$ cat config.mk
export PLATFORM = sky130hd
export DESIGN_NAME = pc_unit
export DESIGN_NICKNAME = d
export VERILOG_FILES = /design/src/rtl/pc_unit.sv
export SDC_FILE = /design/constraint.sdc
export NUM_CORES = 1
export LEC_CHECK = 0
export BUFFER_PORTS_ARGS = -buffer_cell sky130_fd_sc_hd__buf_4
export CORE_ASPECT_RATIO = 1.2
export CORE_MARGIN = 2
export CORE_UTILIZATION = 40
export CTS_CLUSTER_SIZE = 30
export DETAILED_ROUTE_END_ITERATION = 12
export SYNTH_ARGS = -nofsm -noshare
export SYNTH_HDL_FRONTEND = slang
export SYNTH_SLANG_ARGS = --single-unit
$ cat constraint.sdc
create_clock -name clk -period 7.65 [get_ports clk]
set_input_delay 0.3825 -clock clk [delete_from_list [all_inputs] [get_ports clk]]
set_output_delay 0.3825 -clock clk [all_outputs]
set_load 0.05 [all_outputs]
$ cat src/rtl/pc_unit.sv
`default_nettype none
// ============================================================================
// Module      : pc_unit
// Description : RV32 fetch program counter with branch/jump redirect,
//               return-address stack and misaligned-target trap.
// Revision    : 1.0 - initial release
// ============================================================================
module pc_unit #(
    parameter int ADDR_WIDTH   = 10,
    parameter int OFFSET_WIDTH = 20,
    parameter int RAS_DEPTH    = 4,
    parameter int RESET_VECTOR = 0,
    parameter int TRAP_VECTOR  = 256
) (
    input  logic                    clk,
    input  logic                    reset,
    input  logic                    stall,
    input  logic [2:0]              mode,
    input  logic                    taken,
    input  logic [OFFSET_WIDTH-1:0] offset,
    input  logic [ADDR_WIDTH-1:0]   base,
    output logic [ADDR_WIDTH-1:0]   pc_out,
    output logic [ADDR_WIDTH-1:0]   link_out,
    output logic                    misalign,
    output logic [ADDR_WIDTH-1:0]   epc,
    output logic                    ras_empty,
    output logic                    ras_full
);

    localparam int c_PTR_W = (RAS_DEPTH > 1) ? $clog2(RAS_DEPTH) : 1;
    localparam int c_CNT_W = c_PTR_W + 1;

    localparam logic [2:0] c_MODE_SEQ    = 3'd0;
    localparam logic [2:0] c_MODE_BRANCH = 3'd1;
    localparam logic [2:0] c_MODE_JAL    = 3'd2;
    localparam logic [2:0] c_MODE_JALR   = 3'd3;
    localparam logic [2:0] c_MODE_RET    = 3'd4;

    localparam logic [ADDR_WIDTH-1:0] c_FOUR      = ADDR_WIDTH'(4);
    localparam logic [ADDR_WIDTH-1:0] c_RESET_PC  = ADDR_WIDTH'(RESET_VECTOR);
    localparam logic [ADDR_WIDTH-1:0] c_TRAP_PC   = ADDR_WIDTH'(TRAP_VECTOR);
    localparam logic [c_CNT_W-1:0]    c_DEPTH_CNT = c_CNT_W'(RAS_DEPTH);

    logic [ADDR_WIDTH-1:0] r_pc;
    logic [ADDR_WIDTH-1:0] r_epc;
    logic                  r_misalign;
    logic [ADDR_WIDTH-1:0] r_ras [RAS_DEPTH];
    logic [c_PTR_W-1:0]    r_ptr;
    logic [c_CNT_W-1:0]    r_cnt;

    logic [ADDR_WIDTH-1:0] w_ext;
    logic [ADDR_WIDTH-1:0] w_pc_plus4;
    logic [ADDR_WIDTH-1:0] w_pc_rel;
    logic [ADDR_WIDTH-1:0] w_jalr_sum;
    logic [ADDR_WIDTH-1:0] w_ras_top;
    logic [c_PTR_W-1:0]    w_ptr_dec;
    logic [ADDR_WIDTH-1:0] w_target;
    logic                  w_redirect;
    logic                  w_is_jal;
    logic                  w_is_pop;
    logic                  w_misalign;
    logic                  w_push;
    logic                  w_pop;
    logic                  w_ras_empty;

    // Offset is sign-extended when narrower than the PC, truncated otherwise.
    generate
        if (OFFSET_WIDTH >= ADDR_WIDTH) begin : g_ext_trunc
            assign w_ext = offset[ADDR_WIDTH-1:0];
            if (OFFSET_WIDTH > ADDR_WIDTH) begin : g_ext_unused
                logic w_unused_ofs;
                assign w_unused_ofs = ^offset[OFFSET_WIDTH-1:ADDR_WIDTH];
            end
        end else begin : g_ext_sext
            assign w_ext = {{(ADDR_WIDTH-OFFSET_WIDTH){offset[OFFSET_WIDTH-1]}}, offset};
        end
    endgenerate

    assign w_pc_plus4  = r_pc + c_FOUR;
    assign w_pc_rel    = r_pc + w_ext;
    assign w_jalr_sum  = base + w_ext;
    assign w_ptr_dec   = r_ptr - 1'b1;
    assign w_ras_top   = r_ras[w_ptr_dec];
    assign w_ras_empty = (r_cnt == '0);

    always_comb begin
        w_target   = w_pc_plus4;
        w_redirect = 1'b0;
        w_is_jal   = 1'b0;
        w_is_pop   = 1'b0;
        case (mode)
            c_MODE_SEQ: begin
                w_target = w_pc_plus4;
            end
            c_MODE_BRANCH: begin
                if (taken) begin
                    w_target   = w_pc_rel;
                    w_redirect = 1'b1;
                end
            end
            c_MODE_JAL: begin
                w_target   = w_pc_rel;
                w_redirect = 1'b1;
                w_is_jal   = 1'b1;
            end
            c_MODE_JALR: begin
                w_target   = {w_jalr_sum[ADDR_WIDTH-1:1], 1'b0};
                w_redirect = 1'b1;
            end
            c_MODE_RET: begin
                // An empty stack quietly falls through to the next instruction.
                if (!w_ras_empty) begin
                    w_target   = w_ras_top;
                    w_redirect = 1'b1;
                    w_is_pop   = 1'b1;
                end
            end
            default: begin
                w_target = w_pc_plus4;
            end
        endcase
    end

    assign w_misalign = w_redirect && (w_target[1:0] != 2'b00);
    assign w_push     = w_is_jal && !w_misalign;
    assign w_pop      = w_is_pop && !w_misalign;

    always_ff @(posedge clk) begin
        if (!reset) begin
            r_pc       <= c_RESET_PC;
            r_epc      <= '0;
            r_misalign <= 1'b0;
            r_ptr      <= '0;
            r_cnt      <= '0;
        end else if (stall) begin
            r_misalign <= 1'b0;
        end else begin
            r_misalign <= w_misalign;
            if (w_misalign) begin
                r_pc  <= c_TRAP_PC;
                r_epc <= r_pc;
            end else begin
                r_pc <= w_target;
            end
            // A push on a full stack overwrites the oldest slot, count saturates.
            if (w_push) begin
                r_ptr <= r_ptr + 1'b1;
                if (r_cnt != c_DEPTH_CNT) begin
                    r_cnt <= r_cnt + 1'b1;
                end
            end else if (w_pop) begin
                r_ptr <= w_ptr_dec;
                r_cnt <= r_cnt - 1'b1;
            end
        end
    end

    always_ff @(posedge clk) begin
        if (reset && !stall && w_push) begin
            r_ras[r_ptr] <= w_pc_plus4;
        end
    end

    assign pc_out    = r_pc;
    assign link_out  = w_pc_plus4;
    assign misalign  = r_misalign;
    assign epc       = r_epc;
    assign ras_empty = w_ras_empty;
    assign ras_full  = (r_cnt == c_DEPTH_CNT);

endmodule
`default_nettype wire

Yosys cells after proc, flatten, opt, wreduce, memory -nomap -nowiden
Memory sizes are Yosys's and may differ from the RTL's.
Index checks and enable logic that the tools add are counted.

operators by class
  $add $sub $neg = 7
  equality and inequality tests = 7
  muxes and demuxes = 16
  bitwise logic cells = 2
  reduce and logical (&&, ||, !) cells = 15

operator list
  operator                                                count
  case mux 10 bit (4 select lines)                        1
  two-way mux 10 bit                                      3
  adder 10 bit                                            2
  adder 10 x 3 -> 10 bit (second input constant)          1
  two-way mux 3 bit                                       3
  == test 3 x 2 -> 1 bit (second input constant)          2
  == test 3 bit (second input constant)                   2
  two-way mux 1 bit                                       6
  logical AND 1 bit                                       5
  two-way mux 2 bit                                       2
  AND reduction 2 bit                                     2
  nonzero test 2 bit                                      2
  OR reduction 2 bit                                      2
  adder 3 x 1 -> 3 bit (second input constant)            1
  == test 3 x 1 -> 1 bit (second input constant)          1
  zero test 3 bit                                         1
  inequality test 3 bit (second input constant)           1
  case mux 1 bit (3 select lines)                         1
  AND reduction 3 bit                                     1
  subtractor 3 x 1 -> 3 bit (second input constant)       1
  adder 2 x 1 -> 2 bit (second input constant)            1
  zero test 1 bit                                         2
  inequality test 2 x 1 -> 1 bit (second input constant)  1
  inverter 1 bit                                          2
  subtractor 2 x 1 -> 2 bit (second input constant)       1

word-level totals
  flip-flop bits (word level) = 26
  RAM bits = 40
  input port bits = 37
  memories kept = 1

memory list
  memory  words  bits a word  read ports  clocked after memory_dff  wr ports  line  text
  r_ras   4      10           1           0                         1         47    logic [ADDR_WIDTH-1:0] r_ras [RAS_DEPTH];

Logic depth before layout (Yosys ltp)
An unclocked memory read counts as a cell.

  depth in word-level cells = 11
  mapped depth = 12
  gate-level depth less buffers = 12

Worst setup path after synthesis
Ideal clock, no wire load.

  kind = register -> register
  from = register r_ptr[0]
  to = memory r_ras[0][0] (enable)
  library setup time = 0.343 ns
  arrival = 3.564 ns
  data required time = 7.307 ns
  setup slack = 3.743 ns
  cell stages (with the launch flop) = 10
  period minus slack after synthesis = 3.907 ns
  cells stage by stage = dfxtp_1 buf_1 inv_1 ha_1 clkbuf_1 mux4_2 or4_1 a221o_1 a211oi_2 and3_1

on the way
  word-level cells in the longest chain between the ends = 11

ends and longest elaborated chain
  item                                     line  text
  start: declaration                       48    logic [c_PTR_W-1:0] r_ptr;
  start signal: assignment                 147   r_ptr <= r_ptr + 1'b1;
  start signal: assignment                 152   r_ptr <= w_ptr_dec;
  subtractor 2 x 1 -> 2 bit                82    assign w_ptr_dec = r_ptr - 1'b1;
  memory read (4 x 10 bit)                 --
  two-way mux 10 bit                       112   if (!w_ras_empty) begin
  case mux 10 bit (4 select lines)         91    case (mode)
  nonzero test 2 bit                       124   assign w_misalign = w_redirect && (w_target[1:0] != 2'b00);
  logical AND 1 bit                        124
  zero test 1 bit                          125   assign w_push = w_is_jal && !w_misalign;
  logical AND 1 bit                        125
  logical AND 1 bit                        159   if (reset && !stall && w_push) begin
  two-way mux 1 bit                        159
  two-way mux 1 bit (not written as such)  160   r_ras[r_ptr] <= w_pc_plus4;
  end: declaration                         47

Parallel ways exist; a longest one is shown, timed or not.

Worst setup path after layout
  from = register r_ptr[0]
  to = memory r_ras[0][8] (enable)

Same word-level chain as after synthesis.

==> out/qor.yml <==
sta:
  fmax_mhz: 225
  post-route-period-util_pct: 58.1
  post-route-min-period_ps: 4450
  drv_slew: 0
  slew_headroom_pct: 45.8
  worst_pin_slew_ps: 812
  skew_ps: 4.27
  holdWs_ps: 373
  finalHoldViolCount: 0
  rsz0062_at_grt: "false"
  setup_viol: 0
  tns_ps: 0
synth:
  syn_inst: 354
  synth-edff-count: 40
  async_reset_ff_share_pct: 0
  yosysUniqueCellTypes: 59
  ys_seq_area_share_pct: 44.9
  ys_ff_latch: 66
  dominantRegCellSynth: "edfxtp_1"
  syn_nets: 416
  yosysWarnings: 0
  avgSynthCellArea_um2: 10.8
  synth_area_um2: 3840
clocking:
  clkSlewWorstSetupHoldPaths_ps: 60
  postCtsHoldBufs: 0
  cts_tree: "done"
  clock-root-buffer: "clkbuf_16"
  post_cts_buffers: 0
  cts.repair.resized: 0
  cts_max_level: 3
  cts_made_buffers: 9
  cts.sinks: 66
  clk_latency_ps: 330
  cts_max_path_buffers: 2
setup_path:
  critPathLaunchType: "flip-flop"
  cp.required_ps: 7620
  critPathArrivalTime_ps: 4420
  path_class: "flip-flop to flip-flop"
  crit_path_end_kind: "flip-flop"
  cp_max_fo: 14
global_routing:
  globalRouteOverflowTotal: 0
  grt_start_max_net_pins: 17
  grt_pass1_vias: 2933
  groute.usage.overall_pct: 19.2
  antenna_found_initial: 0
  grt_pass1_wl_mm: 15.3
route:
  vias: 2950
  viasPerCell: 5.47
  final_antenna_net_count: 0
  drc: 0
  route.met2.wl_mm: 4.74
  dr_wl_met3_um: 459
  routed.top_layer: "met4"
  wl_per_cell_um: 17.6
  drt_iter0_markers: 143
  first_pass_iters: 4
  wl_met1_mm: 4.04
  totalWireLength_mm: 9.48
floorplanning:
  start_util_pct: 40.8
  boundaryPins: 70
  rows: 39
  die-area_um2: 10400
  coreArea_um2: 9420
  die_w_um: 93.4
  die_h_um: 111
status:
  status: "finished clean"
finish:
  drive_above_1_share_pct: 21.9
  regArea_um2: 1720
  antenna_cells: 0
  synthToLayoutAreaGrowth_pct: 22.5
  final_nets: 473
  multi_input_area_um2: 2000
  nFillCells: 867
  stdcell_count: 539
power:
  p_leak_nw: 1.96
  p_per_area_nw_per_um2: 218
  vdd_drop_max_uv: 140
  power_w: 0.00103
min_path:
  hp-class: "input port to flip-flop"
placed_design:
  dp.cells: 523
  gp_congestion: 0.808
  port_buffers: 59
  dpl.hpwl_mm: 7.08
flow_run:
  maxCapViolations: 0
## state kept, by name (all words and copies together) (netlist names)
register	cells
epc	10
misalign	1
pc_out	10
r_cnt	3
r_ptr	2
r_ras	40
## worst paths after layout
| path | startpoint | to | slack, ps | cells after the start |
|---|---|---|---|---|
| worst max-delay path | r_ptr[0] | r_ras[0][8] | 3200 | 7 |
| worst max register to register | r_ptr[0] | r_ras[0][8] | 3200 | 7 |
| worst min register to register | epc[9] | epc[9] | 500 | 2 |
| worst min-delay path | reset | r_ptr[0] | 370 | 3 |
## synthesized netlist by cell type (4+ instances only)
master	n	share of area [%]
and2_1	7	1.1
and3_1	9	1.5
a21oi_1	15	2.0
mux4_2	10	5.9
ha_1	23	7.5
xor2_1	5	1.1
clkbuf_1	9	0.88
o21ai_0	12	1.6
dfxtp_1	26	14
inv_1	15	1.5
edfxtp_1	40	31
a211oi_1	4	0.78
nand2_1	29	2.8
nor3_1	6	0.78
a221oi_1	4	0.91
mux2i_1	18	4.7
xnor2_1	12	2.7
nand2b_1	7	1.1
nor2_1	28	2.7
o21ai_1	7	0.91
nand3_1	7	0.91
## logic make-up (layout without fill, tap and decap cells)
| logic type | after synthesis | after routing | share of synthesized area (%) |
|---|---|---|---|
| buf+inv | 28 | 90 | 3.03 |
| flops | 66 | 66 | 44.9 |
| simple gates | 110 | 110 | 14.5 |
| mux | 29 | 29 | 10.9 |
| xor+xnor | 17 | 17 | 3.88 |
| compound gates | 79 | 79 | 14.3 |
| fa+ha+maj | 25 | 25 | 8.54 |
## critical path, cell delays in order (launching register included)
cell      delay (ps)
dfxtp_1          840
inv_1            180
ha_1             650
mux4_2           410
or4_1            480
a221o_1          390
a211oi_2         530
and3_1           580
## metal layers
layer	vias up	GRT usage [%]
met3	23	3.40
met4	0	7.84
met5	-	0
met2	78	32.0
li1	1449	-
met1	1400	24.4
## placed cells by master, fill, tap and decap left out, types with 4 or more instances in the layout
master and count:
a21oi_1 15, and3_1 9, nand2b_1 7, nand2_1 29
nor3_1 6, clkbuf_16 9, buf_4 59, ha_1 23
a221oi_1 4, nor2_1 28, dfxtp_1 26, o21ai_1 7
a211oi_1 4, xor2_1 5, nand3_1 7, mux4_2 10
and2_1 7, xnor2_1 12, mux2i_1 18, edfxtp_1 40
o21ai_0 12, inv_1 15
## metrics by stage
step	util (%)	instance area, µm²	worst slack, ps
2_1_floorplan	-	3840	3740
3_3_place_gp	46.5	4380	3130
3_5_place_dp	46.5	4380	3040
4_1_cts	49.9	4700	3020
5_1_grt	49.9	4700	2800
6_report	49.9	4700	3200
## cell type report
| class | instances | area share [%] |
|---|---|---|
| Multi-Input combinational cell | 260 | 42.5 |
| Sequential cell | 66 | 36.6 |
| Timing Repair Buffer | 59 | 9.42 |
| Clock buffer | 9 | 4.79 |
| Tap cell | 123 | 3.27 |
| Clock inverter | 7 | 2.16 |
| Inverter | 15 | 1.20 |
## where the power goes
group / switching, W / leakage, nW / internal, W
Combinational: 0.000111 / 1.23 / 0.0000701
Sequential: 0.0000130 / 0.582 / 0.000384
Clock: 0.000161 / 0.153 / 0.000288
Total: 0.000285 / 1.96 / 0.000742
Power figures use the tool's default switching activity.
